**src/rtl/vsmp_pkg.sv**
```systemverilog
// rtl/vsmp_pkg.sv - shared types and defaults for the VSMP program loader
package vsmp_pkg;

  localparam int VSMP_NUM_WORDS = 4;
  localparam int VSMP_WORD_W    = 8;

  typedef enum logic [2:0] {
    IDLE,
    START,
    DATA,
    STOP,
    WAIT_HI
  } loader_state_t;

endpackage

```
**src/rtl/vsmp_sync2.sv**
```systemverilog
// rtl/vsmp_sync2.sv - two-flop synchronizer with configurable reset value
module vsmp_sync2 #(
  parameter logic RESET_VAL = 1'b1
) (
  input  logic clk,
  input  logic rst_n,
  input  logic d,
  output logic q
);

  logic meta;

  always_ff @(posedge clk or negedge rst_n) begin
    if (!rst_n) begin
      meta <= RESET_VAL;
      q    <= RESET_VAL;
    end else begin
      meta <= d;
      q    <= meta;
    end
  end

endmodule

```
**src/rtl/vsmp_program_loader.sv**
```systemverilog
// rtl/vsmp_program_loader.sv - serial program loader with atomic commit to the memory word bus
module vsmp_program_loader
  import vsmp_pkg::*;
#(
  parameter int NUM_WORDS  = VSMP_NUM_WORDS,
  parameter int WORD_W     = VSMP_WORD_W,
  parameter int BIT_CYCLES = 4,
  localparam int IDX_W     = $clog2(NUM_WORDS)
) (
  input  logic                        clk,
  input  logic                        rst_n,
  input  logic                        input1,
  input  logic                        load_req,
  output logic [NUM_WORDS*WORD_W-1:0] meme,
  output logic                        prog_valid,
  output logic                        load_done,
  output logic                        frame_err,
  output logic [IDX_W-1:0]            word_idx,
  output logic                        busy
);

  localparam int TMR_W = $clog2(BIT_CYCLES);
  localparam int CNT_W = $clog2(WORD_W);
  localparam logic [TMR_W-1:0] TMR_MID  = TMR_W'(BIT_CYCLES / 2 - 1);
  localparam logic [TMR_W-1:0] TMR_LAST = TMR_W'(BIT_CYCLES - 1);
  localparam logic [CNT_W-1:0] CNT_LAST = CNT_W'(WORD_W - 1);
  localparam logic [IDX_W-1:0] IDX_LAST = IDX_W'(NUM_WORDS - 1);

  loader_state_t state_q, state_d;
  logic          rx;
  logic [TMR_W-1:0] bit_tmr;
  logic [CNT_W-1:0] bit_cnt;
  logic [WORD_W-1:0] shift_reg;
  logic [(NUM_WORDS-1)*WORD_W-1:0] shadow;

  logic tmr_clr, tmr_run, shift_en, store_en, commit_en, err_en;

  vsmp_sync2 #(.RESET_VAL(1'b1)) u_rx_sync (
    .clk   (clk),
    .rst_n (rst_n),
    .d     (input1),
    .q     (rx)
  );

  always_ff @(posedge clk or negedge rst_n) begin
    if (!rst_n) state_q <= IDLE;
    else        state_q <= state_d;
  end

  always_comb begin
    state_d   = state_q;
    tmr_clr   = 1'b0;
    tmr_run   = 1'b0;
    shift_en  = 1'b0;
    store_en  = 1'b0;
    commit_en = 1'b0;
    err_en    = 1'b0;
    case (state_q)
      IDLE: begin
        if (!rx) begin
          state_d = START;
          tmr_clr = 1'b1;
        end
      end
      START: begin
        if (bit_tmr == TMR_MID) begin
          tmr_clr = 1'b1;
          state_d = rx ? IDLE : DATA;
        end else begin
          tmr_run = 1'b1;
        end
      end
      DATA: begin
        if (bit_tmr == TMR_LAST) begin
          tmr_clr  = 1'b1;
          shift_en = 1'b1;
          if (bit_cnt == CNT_LAST) state_d = STOP;
        end else begin
          tmr_run = 1'b1;
        end
      end
      STOP: begin
        if (bit_tmr == TMR_LAST) begin
          tmr_clr = 1'b1;
          if (rx) begin
            state_d = IDLE;
            if (word_idx == IDX_LAST) commit_en = 1'b1;
            else                      store_en  = 1'b1;
          end else begin
            err_en  = 1'b1;
            state_d = WAIT_HI;
          end
        end else begin
          tmr_run = 1'b1;
        end
      end
      WAIT_HI: begin
        if (rx) state_d = IDLE;
      end
      default: state_d = IDLE;
    endcase
    // A reload request wins over anything the frame logic decided this cycle.
    if (load_req) begin
      state_d   = WAIT_HI;
      tmr_clr   = 1'b1;
      tmr_run   = 1'b0;
      shift_en  = 1'b0;
      store_en  = 1'b0;
      commit_en = 1'b0;
      err_en    = 1'b0;
    end
  end

  always_ff @(posedge clk or negedge rst_n) begin
    if (!rst_n) begin
      bit_tmr    <= '0;
      bit_cnt    <= '0;
      shift_reg  <= '0;
      shadow     <= '0;
      meme       <= '0;
      word_idx   <= '0;
      prog_valid <= 1'b0;
      load_done  <= 1'b0;
      frame_err  <= 1'b0;
    end else begin
      load_done <= commit_en;
      frame_err <= err_en;

      if (tmr_clr)      bit_tmr <= '0;
      else if (tmr_run) bit_tmr <= bit_tmr + 1'b1;

      if (load_req || state_q != DATA) bit_cnt <= '0;
      else if (shift_en)               bit_cnt <= bit_cnt + 1'b1;

      if (shift_en) shift_reg <= {rx, shift_reg[WORD_W-1:1]};

      if (store_en) begin
        for (int i = 0; i < NUM_WORDS - 1; i++) begin
          if (word_idx == IDX_W'(i)) shadow[i*WORD_W +: WORD_W] <= shift_reg;
        end
      end

      if (commit_en) meme <= {shift_reg, shadow};

      if (load_req || err_en || commit_en) word_idx <= '0;
      else if (store_en)                   word_idx <= word_idx + 1'b1;

      if (load_req)       prog_valid <= 1'b0;
      else if (commit_en) prog_valid <= 1'b1;
    end
  end

  assign busy = (state_q != IDLE);

endmodule

```
**config.mk**
```make
export PLATFORM = sky130hd
export DESIGN_NAME = vsmp_program_loader
export DESIGN_NICKNAME = d
export VERILOG_FILES = /design/src/rtl/vsmp_pkg.sv /design/src/rtl/vsmp_sync2.sv /design/src/rtl/vsmp_program_loader.sv
export SDC_FILE = /design/constraint.sdc
export NUM_CORES = 1
export LEC_CHECK = 0
export BUFFER_PORTS_ARGS = -buffer_cell sky130_fd_sc_hd__buf_2
export CELL_PAD_IN_SITES_DETAIL_PLACEMENT = 0
export CELL_PAD_IN_SITES_GLOBAL_PLACEMENT = 1
export CORE_MARGIN = 2
export CORE_UTILIZATION = 25
export CTS_BUF_LIST = sky130_fd_sc_hd__clkbuf_8
export DETAILED_ROUTE_END_ITERATION = 12
export PLACE_DENSITY_LB_ADDON = 0.1
export SETUP_SLACK_MARGIN = 0.1
export SYNTH_ARGS = -nofsm -noshare
export SYNTH_HDL_FRONTEND = slang
export SYNTH_SLANG_ARGS = --single-unit
```
**constraint.sdc**
```tcl
create_clock -name clk -period 4.05 [get_ports clk]
set_input_delay 0.81 -clock clk [delete_from_list [all_inputs] [get_ports clk]]
set_output_delay 0.81 -clock clk [all_outputs]
set_load 0.03 [all_outputs]
```
==> summary.md <==
| Metric | Value |
|---|---|
| Outcome | `completed` |
| Power Density | `between 300 and 400 mW/mm2` |
| Initial DRC Count | `about 130` |
| Setup bufs post-CTS | `0` |
| Setup crit start | `state_q[0]` |
| Finished Cell Area | `0.00379 mm2` |
| CTS Buffer Depth | `2` |
| DR vias/cell | `approximately 4.2` |
| Sink Count | `just under 80` |
| Final Skew | `roughly 0.009 ns` |
| Cell taking the most area after synthesis | `dfrtp_1` |
| Final worst path period share | `a little under three fifths` |
| CTS resizes | `0` |
| Cts bufs inserted | `9` |
| WS Path Type | `reg -> out` |
| Final net count | `roughly 280` |
| GPL Wtd Cong | `0.665` |
| Main synth FF type | `dfrtp_1` |
| Full die area | `between 0.01 and 0.015 mm2` |
| Port bufs | `just over 40` |
| VDD IR max | `around 0.17 mV` |
| Initial antenna violation count | `0` |
| Register area share after synthesis | `60.7%` |
| First-pass GRT wire length | `roughly 11000 um` |
| Max reg flops | `32` |
| Mapped cell area | `around 0.0033 mm2` |
| Ports | `between 40 and 50` |
| Hold path cells | `0` |
| CP arrival | `1.46 ns` |
| Worst r2r src | `bit_tmr[0]` |
| Synthesized netlist cell count | `between 200 and 250` |
| Area of the multi-input gates | `approximately 0.0012 mm2` |
| Die W | `between 100 and 150 um` |
| DIE HEIGHT | `between 100 and 150 um` |
| CTS Root Cell | `clkbuf_8` |
| FFs w/ async S/R, synth | `100%` |
| WL final | `6390 um` |
| DRC Markers | `0` |
| Fin crit period | `between 2 and 2.5 ns` |
| TritonCTS clock tree | `done` |
| Site Rows | `just over 40` |
| Vias | `~1800` |
| CTS clock-pin slew for the worst setup and hold paths | `around 0.07 ns` |
| Vias in the first global route | `~1900` |
| Worst R2R Path Depth | `5` |
| Post-layout power | `between 1 and 1.5 mW` |
| Hold-fix buffers, CTS | `0` |
| Worst Setup Start Kind | `register` |
| Number of enable flip-flop cells after synthesis | `0` |
| Slew of the pin with the lowest slew margin | `a little under 0.8 ns` |
| Largest net degree at the start of global routing | `59` |
| Total of max-cap violations | `0` |
| Final Hold Fails | `0` |
| Initial core utilization | `25.7%` |
| Fill cells | `between 1000 and 1500` |
| GRT Util Overall | `approximately a tenth` |
| Placed Area | `around 0.0036 mm2` |
| Fin Setup TNS | `0 ns` |
| #FFs+latches synth | `79` |
| Top post-synthesis cells by area | `dfrtp_1 (59%), mux2_2 (20%), ha_1 (3.1%)` |
| CP required | `3.24 ns` |
| Hold path start | `u_rx_sync.meta` |
| Share of cells above drive strength 1 | `45.0%` |
| Worst hold-check path type | `reg -> reg` |
| Clock latency on the worst-skew pair | `~0.35 ns` |
| P_leak | `just over 2 nW` |
| CTS H-Tree Depth | `3` |
| Grt ovf | `0` |
| Core area | `0.0127 mm2` |
| Pins Over Slew Limit | `0` |
| Detail Placement HPWL | `about 4200 um` |
| Crit end category | `primary output` |
| Area delta synth->final | `16.4%` |
| RSZ-0062 raised after global routing | `no` |
| Distinct cell type count after synthesis | `36` |
| Slew HR | `between 40% and 50%` |
| YS warnings | `0` |
| Post-route ant nets | `0` |
| F_max | `440 MHz` |
| Total inserted antenna cells | `0` |
| Area share of the largest cell type after synthesis | `around three fifths` |
| DR WL/cell | `~14 um` |
| DRT Pass-1 Iters | `4` |
| Seq. cell area | `0.00198 mm2` |
| Setup-failing EPs final | `0` |
| CP max FO | `13` |
| Synthesized net count | `233` |
| Avg Inst Size Synth | `14.8 um2` |
==> worst paths after layout <==
kind | endpoint | slack (ns)
max in group asynchronous | u_rx_sync.meta | 2.64
min reg2reg | u_rx_sync.q | 0.36
min | u_rx_sync.q | 0.36
min in group asynchronous | load_done | 0.52
max | busy | 1.78
max reg2reg | meme[13] | 1.87
==> layout make-up <==
| cell class | count | share of cell area, % |
|---|---|---|
| flip-flops and latches | 79 | 52.2 |
| multi-input cells | 127 | 31.5 |
| repair buffers | 43 | 5.87 |
| well taps | 172 | 5.67 |
| clock buffers | 10 | 3.63 |
| clock inverters | 6 | 0.626 |
| inverters | 6 | 0.593 |
==> kinds of logic after synthesis <==
kind of cell	after synthesis	share of synthesized area, %
XOR/XNOR	3	0.806
flip-flops	79	60.7
AO/OA/AOI/OAI	13	2.61
buffers and inverters	15	2.69
AND/OR/NAND/NOR	36	7.10
multiplexers	67	23.0
adder cells (fa/ha/maj)	8	3.07
==> metrics by stage <==
step | cells | utilization, % | hold slack (ns) | setup WS, ns
finish | 443 | 29.9 | 0.363 | 1.78
global route | 443 | 29.9 | 0.367 | 1.68
CTS | 443 | 29.9 | 0.364 | 1.75
detailed placement | 427 | 28.7 | 0.353 | 1.85
global placement | 427 | 28.7 | 0.347 | 1.85
floorplan | 221 | - | 0.345 | 2.15
==> synth_stat cells, types with 3 or more instances <==
cell / number
xnor2_1: 3
mux2_2: 58
nand2_2: 3
dfrtp_1: 77
buf_6: 3
ha_1: 8
nand2_1: 4
nor2_1: 10
nor3_1: 3
buf_2: 4
inv_1: 6
mux2_1: 6
o21ai_0: 3
mux2i_1: 3
==> report_power, final <==
| group | switching, mW | internal, mW |
|---|---|---|
| clock | 0.272 | 0.228 |
| sequential | 0.0372 | 0.804 |
| combinational | 0.0678 | 0.0502 |
==> critical path, stage by stage, from the launching register on <==
cell and delay (ns):
dfrtp_1 0.53, or3_1 0.40, buf_2 0.18
==> per-layer routing <==
metal	up-vias	global-route usage [%]	wire [um]
met1	944	12.8	3000
li1	862	-	-
met2	34	15.0	3010
met3	7	3.81	267
met4	0	4.07	113
met5	-	0	0
==> layout by cell type, fill, tap and decap left out, types with 3 or more instances in the layout <==
cell      count
mux2i_1       3
inv_1        11
o21ai_0       3
buf_4         3
clkbuf_8     10
buf_2        40
dfrtp_1      77
mux2_2       58
nand2_1       4
nor2_1       10
nor3_1        3
nand2_2       3
ha_1          8
xnor2_1       3
mux2_1        6
(Power assumes the default switching activity.)
